$ cat src/rtl/alu_pkg.sv
// Shared ALU types: opcode, status flags and lookahead group sizing.
// Used by the pipelined adder/subtractor and the future ALU top.
package alu_pkg;

  typedef enum logic {
    OP_ADD = 1'b0,
    OP_SUB = 1'b1
  } op_e;

  typedef struct packed {
    logic carry;
    logic overflow;
    logic zero;
    logic negative;
  } flags_t;

  localparam int GROUP = 4;

  function automatic bit block_ok(input int blk);
    return (blk > 0) && (blk % GROUP == 0);
  endfunction

endpackage

$ cat src/rtl/cla_group4.sv
// Combinational 4-bit carry-lookahead group.
// Exports group generate/propagate for the next lookahead level.
module cla_group4 (
  input  logic [3:0] a,
  input  logic [3:0] b,
  input  logic       cin,
  output logic [3:0] sum,
  output logic       g,
  output logic       p,
  output logic       cout
);

  logic [3:0] gi;
  logic [3:0] pi;
  logic [3:0] c;

  assign gi = a & b;
  assign pi = a ^ b;

  assign c[0] = cin;
  assign c[1] = gi[0] | (pi[0] & cin);
  assign c[2] = gi[1] | (pi[1] & gi[0])
              | (pi[1] & pi[0] & cin);
  assign c[3] = gi[2] | (pi[2] & gi[1])
              | (pi[2] & pi[1] & gi[0])
              | (pi[2] & pi[1] & pi[0] & cin);

  assign g = gi[3] | (pi[3] & gi[2])
           | (pi[3] & pi[2] & gi[1])
           | (pi[3] & pi[2] & pi[1] & gi[0]);
  assign p = &pi;

  assign cout = g | (p & cin);
  assign sum  = pi ^ c;

endmodule

$ cat src/rtl/cla_addsub_pipe.sv
// Pipelined carry-lookahead adder/subtractor, one BLOCK slice per
// stage, elastic valid/ready flow control and registered flags.
module cla_addsub_pipe
  import alu_pkg::*;
#(
  parameter int WIDTH = 32,
  parameter int BLOCK = 8
) (
  input  logic             clk,
  input  logic             rst,
  input  logic             in_valid,
  output logic             in_ready,
  input  op_e              in_op,
  input  logic [WIDTH-1:0] in_a,
  input  logic [WIDTH-1:0] in_b,
  output logic             out_valid,
  input  logic             out_ready,
  output logic [WIDTH-1:0] out_result,
  output flags_t           out_flags
);

  localparam int STAGES = WIDTH / BLOCK;
  localparam int NG     = BLOCK / GROUP;

  if (!block_ok(BLOCK) || (WIDTH % BLOCK) != 0) begin : g_bad
    $error("cla_addsub_pipe: WIDTH/BLOCK not supported");
  end

  // a/b skew forward unchanged; res collects finished slices.
  typedef struct packed {
    logic [WIDTH-1:0] a;
    logic [WIDTH-1:0] b;
    logic [WIDTH-1:0] res;
    logic             c;
    logic             ovf;
    logic             z;
  } st_t;

  st_t              q [STAGES];
  st_t              src_in;
  logic [STAGES-1:0] v;
  logic [STAGES-1:0] up;
  logic [STAGES:0]   r;

  assign src_in = '{
    a:   in_a,
    b:   (in_op == OP_SUB) ? ~in_b : in_b,
    res: '0,
    c:   (in_op == OP_SUB),
    ovf: 1'b0,
    z:   1'b1
  };

  assign r[STAGES] = out_ready;
  assign in_ready  = r[0];

  for (genvar i = 0; i < STAGES; i++) begin : g_st
    st_t              s;
    st_t              dn;
    st_t              sq;
    logic             vld;
    logic [NG-1:0]    gg;
    logic [NG-1:0]    pp;
    logic [NG:0]      gc;
    logic [NG:0]      bg;
    logic [NG:0]      bp;
    logic [BLOCK-1:0] sum;
    logic             cst;
    logic             cmsb;

    if (i == 0) begin : g_head
      assign s     = src_in;
      assign up[i] = in_valid;
    end else begin : g_tail
      assign s     = q[i-1];
      assign up[i] = v[i-1];
    end

    assign gc[0] = s.c;
    assign bg[0] = 1'b0;
    assign bp[0] = 1'b1;

    for (genvar k = 0; k < NG; k++) begin : g_grp
      cla_group4 u_grp (
        .a    (s.a[i*BLOCK+k*GROUP +: GROUP]),
        .b    (s.b[i*BLOCK+k*GROUP +: GROUP]),
        .cin  (gc[k]),
        .sum  (sum[k*GROUP +: GROUP]),
        .g    (gg[k]),
        .p    (pp[k]),
        .cout (gc[k+1])
      );
      assign bg[k+1] = gg[k] | (pp[k] & bg[k]);
      assign bp[k+1] = pp[k] & bp[k];
    end

    // Stage carry-out from block-level generate/propagate.
    assign cst  = bg[NG] | (bp[NG] & s.c);
    assign cmsb = sum[BLOCK-1]
                ^ s.a[i*BLOCK+BLOCK-1]
                ^ s.b[i*BLOCK+BLOCK-1];

    always_comb begin
      dn = s;
      dn.res[i*BLOCK +: BLOCK] = sum;
      dn.c   = cst;
      dn.ovf = cmsb ^ cst;
      dn.z   = s.z & ~(|sum);
    end

    assign r[i] = !vld || r[i+1];
    assign v[i] = vld;
    assign q[i] = sq;

    always_ff @(posedge clk or posedge rst) begin
      if (rst) begin
        vld <= 1'b0;
        sq  <= '0;
      end else if (r[i]) begin
        vld <= up[i];
        if (up[i]) sq <= dn;
      end
    end
  end

  assign out_valid  = v[STAGES-1];
  assign out_result = q[STAGES-1].res;
  assign out_flags  = '{
    carry:    q[STAGES-1].c,
    overflow: q[STAGES-1].ovf,
    zero:     q[STAGES-1].z,
    negative: q[STAGES-1].res[WIDTH-1]
  };

endmodule

$ cat config.mk
export PLATFORM = sky130hd
export DESIGN_NAME = cla_addsub_pipe
export DESIGN_NICKNAME = d
export VERILOG_FILES = /design/src/rtl/alu_pkg.sv /design/src/rtl/cla_group4.sv /design/src/rtl/cla_addsub_pipe.sv
export SDC_FILE = /design/constraint.sdc
export NUM_CORES = 1
export LEC_CHECK = 0
export CAP_MARGIN = 10
export CORE_ASPECT_RATIO = 0.75
export CORE_MARGIN = 2
export CORE_UTILIZATION = 36
export CTS_BUF_LIST = sky130_fd_sc_hd__clkbuf_4 sky130_fd_sc_hd__clkbuf_8 sky130_fd_sc_hd__clkbuf_16
export DETAILED_ROUTE_END_ITERATION = 8
export PLACE_DENSITY = 0.6
export SLEW_MARGIN = 25
export SYNTH_ARGS = -nofsm -noshare
export SYNTH_HDL_FRONTEND = slang
export SYNTH_SLANG_ARGS = --single-unit
$ cat constraint.sdc
create_clock -name clk -period 7.61 [get_ports clk]
set_input_delay 1.9025 -clock clk [delete_from_list [all_inputs] [get_ports clk]]
set_output_delay 1.9025 -clock clk [all_outputs]
set_load 0.05 [all_outputs]
==> results.py <==
metrics = {
    "status": {
        "status": "complete, no violations",
    },
    "global_route": {
        "grt_usage": 0.1572,
        "grt_overflow_total": 0,
        "antenna_found_initial": 0,
        "grt_start_max_net_pins": 85,
        "grt_pass1_vias": 5929,
        "grt_pass1_wl_mm": 31.65,
    },
    "sta": {
        "fin_tns_setup_ps": 0,
        "fin_skew_ps": 9.656,
        "max_slew_margin": 0.3905,
        "worst_pin_slew_ps": 914.2,
        "rsz0062_at_grt": "false",
        "final-hold-violation-count": 0,
        "slew_viol_final": 0,
        "setup_viol": 0,
        "fin_crit_ps": 5723,
        "fmax_mhz": 174.7,
        "finalCritPeriodShare": 0.7520,
    },
    "detailed_routing": {
        "wl_per_cell_um": 14.75,
        "drc": 0,
        "drtIter0Drc": 379,
        "firstDrtPassIters": 5,
        "vias": 5997,
        "routed_wirelength_mm": 18.98,
        "ant_nets": 0,
        "via_per_inst": 4.660,
    },
    "cts": {
        "cts_made_buffers": 17,
        "cts_sinks": 189,
        "cts_resized": 0,
        "hold_buffers": 0,
        "root_buffer": "clkbuf_16",
        "clk_latency_ps": 430,
        "clk_pin_slew_ps": 60,
        "clock_path_buffers": 2,
        "cts_tree": "yes",
        "cts-htree-levels": 4,
        "post-cts-setup-buffers": 0,
    },
    "place": {
        "gp_congestion": 0.7744,
        "placed_cells": 1255,
        "portBuffers": 106,
        "hpwl_mm": 13.45,
    },
    "cells_and_area": {
        "fillers": 2287,
        "nNetsFinal": 1051,
        "final_cells": 1287,
        "area_growth_syn_to_layout_pct": 22.81,
        "diodes": 0,
        "drive_gt1_frac": 0.1192,
    },
    "power_and_ir_drop": {
        "max-vdd-ir-drop_uv": 178.6,
        "finalPower_mw": 3.944,
        "p_leak_nw": 4.992,
        "power.density_mw_per_mm2": 364.8,
    },
    "logic_synthesis": {
        "netlist_instances": 846,
        "synth_nets": 954,
        "synth-async-reset-ratio": 1.000,
        "synth-seq-cells": 189,
        "synth-main-ff-cell": "dfrtp_1",
        "synth_edf_count": 0,
        "ys_seq_area_frac": 0.5372,
        "synth_cell_types": 54,
        "synthesis.area_mm2": 0.008803,
        "synth_warnings": 0,
        "avgSynthCellArea_um2": 10.41,
    },
    "floorplan": {
        "dieArea_mm2": 0.02573,
        "io_pins": 107,
        "die_w_um": 184.6,
        "core_mm2": 0.02397,
        "std_cell_rows": 49,
        "start_util": 0.3672,
        "chipHeight_um": 139.4,
    },
    "worst_setup_path": {
        "crit_path_start_kind": "input port",
        "cp.required_ps": 5710,
        "cp.arrival_ps": 3820,
        "cp-end-kind": "output port",
        "crit_fanout": 5,
        "path_class": "in2out",
    },
    "min_path": {
        "hp-class": "reg2reg",
    },
    "flow_run": {
        "cap_viol_max_count": 0,
    },
}
worst paths after layout:
kind | slack [ps] | cells after the start | end | startpoint
max in group asynchronous | 4390 | 3 | out_result[16] | rst
worst max register to register | 4740 | 9 | out_flags[1] | g_st[2].sq[59]
min in group asynchronous | 2000 | 2 | g_st[0].sq[91] | rst
worst min register to register | 460 | 2 | out_result[10] | g_st[2].sq[13]
worst max-delay path | 1890 | 4 | in_ready | out_ready
worst min-delay path | 460 | 2 | out_result[10] | g_st[2].sq[13]
through the flow:
step	utilization	setup WS (ps)	instance area, um^2	hold WS, ps
floorplan	-	565.4	8803	433.1
global placement	0.4255	1905	10200	448.4
detailed placement	0.4266	1917	10230	448.3
CTS	0.4510	1897	10810	466.5
global route	0.4510	1817	10810	493.4
finish	0.4510	1887	10810	461.0
cell usage after synthesis, types with 7 or more instances:
cell type / n / share of area
mux2_2: 60 / 0.077
o21ai_0: 49 / 0.028
nor2_1: 14 / 0.0060
xnor2_1: 36 / 0.036
nand2_1: 270 / 0.12
nor3_1: 10 / 0.0057
clkbuf_1: 16 / 0.0068
a211oi_1: 7 / 0.0060
dfrtp_1: 189 / 0.54
fa_1: 7 / 0.016
xor2_1: 17 / 0.017
ha_1: 32 / 0.045
inv_1: 17 / 0.0072
a21o_1: 8 / 0.0068
o21a_1: 10 / 0.0085
buf_2: 11 / 0.0063
nand3_1: 7 / 0.0040
o31ai_1: 7 / 0.0060
mux2i_1: 8 / 0.0091
buf_1: 9 / 0.0038
worst max-delay path: stages:
cell and delay, ps:
clkdlybuf4s50_1 430, nand4b_1 380, or2_2 400, clkdlybuf4s50_1 700
routing by layer:
metal	global-route usage	wire length [um]
met1	0.2620	11110
met2	0.2002	7045
met3	0.03428	682
met4	0.03874	145
met5	0	0
layout by cell type (no fill, tap or decap), types with 8 or more instances in the layout:
master,synthesis,routed
xor2_1,17,17
mux2_2,60,60
nor2_1,14,13
ha_1,32,32
o21a_1,10,10
inv_1,17,16
mux2i_1,8,8
o21ai_0,49,49
nor3_1,10,10
dfrtp_1,189,189
clkbuf_16,0,17
clkdlybuf4s50_1,0,105
nand2_1,270,270
a21o_1,8,8
buf_4,1,8
xnor2_1,36,36
cell type report:
cell class	count	area (um^2)	share of cell area
clock buffer	18	439.2	0.04062
clock inverter	14	145.1	0.01342
inverter	17	68.82	0.006365
multi-input combinational	603	3871	0.3581
sequential	189	4730	0.4375
tap	331	414.1	0.03831
timing repair buffer	115	1144	0.1058
state kept, by name, summed over array words and instances (netlist names):
| name | flops |
|---|---|
| g_st.sq | 150 |
| g_st.vld | 3 |
| out_flags | 3 |
| out_result | 32 |
| out_valid | 1 |
power by group:
group          internal [mW]  total [mW]  switching (mW)
Combinational          0.612        1.53           0.922
Clock                  0.493       0.884           0.391
Sequential              1.32        1.53           0.202
logic make-up (layout without fill, tap and decap cells):
| kind of cell | after synthesis | after routing | synth area share |
|---|---|---|---|
| multiplexers | 68 | 68 | 0.08584 |
| adder cells (fa/ha/maj) | 39 | 39 | 0.06140 |
| buffers and inverters | 54 | 164 | 0.02501 |
| XOR/XNOR | 53 | 53 | 0.05273 |
| AND/OR/NAND/NOR | 331 | 331 | 0.1542 |
| AO/OA/AOI/OAI | 112 | 112 | 0.08357 |
| flip-flops | 189 | 189 | 0.5372 |
(Power assumes the default switching activity.)
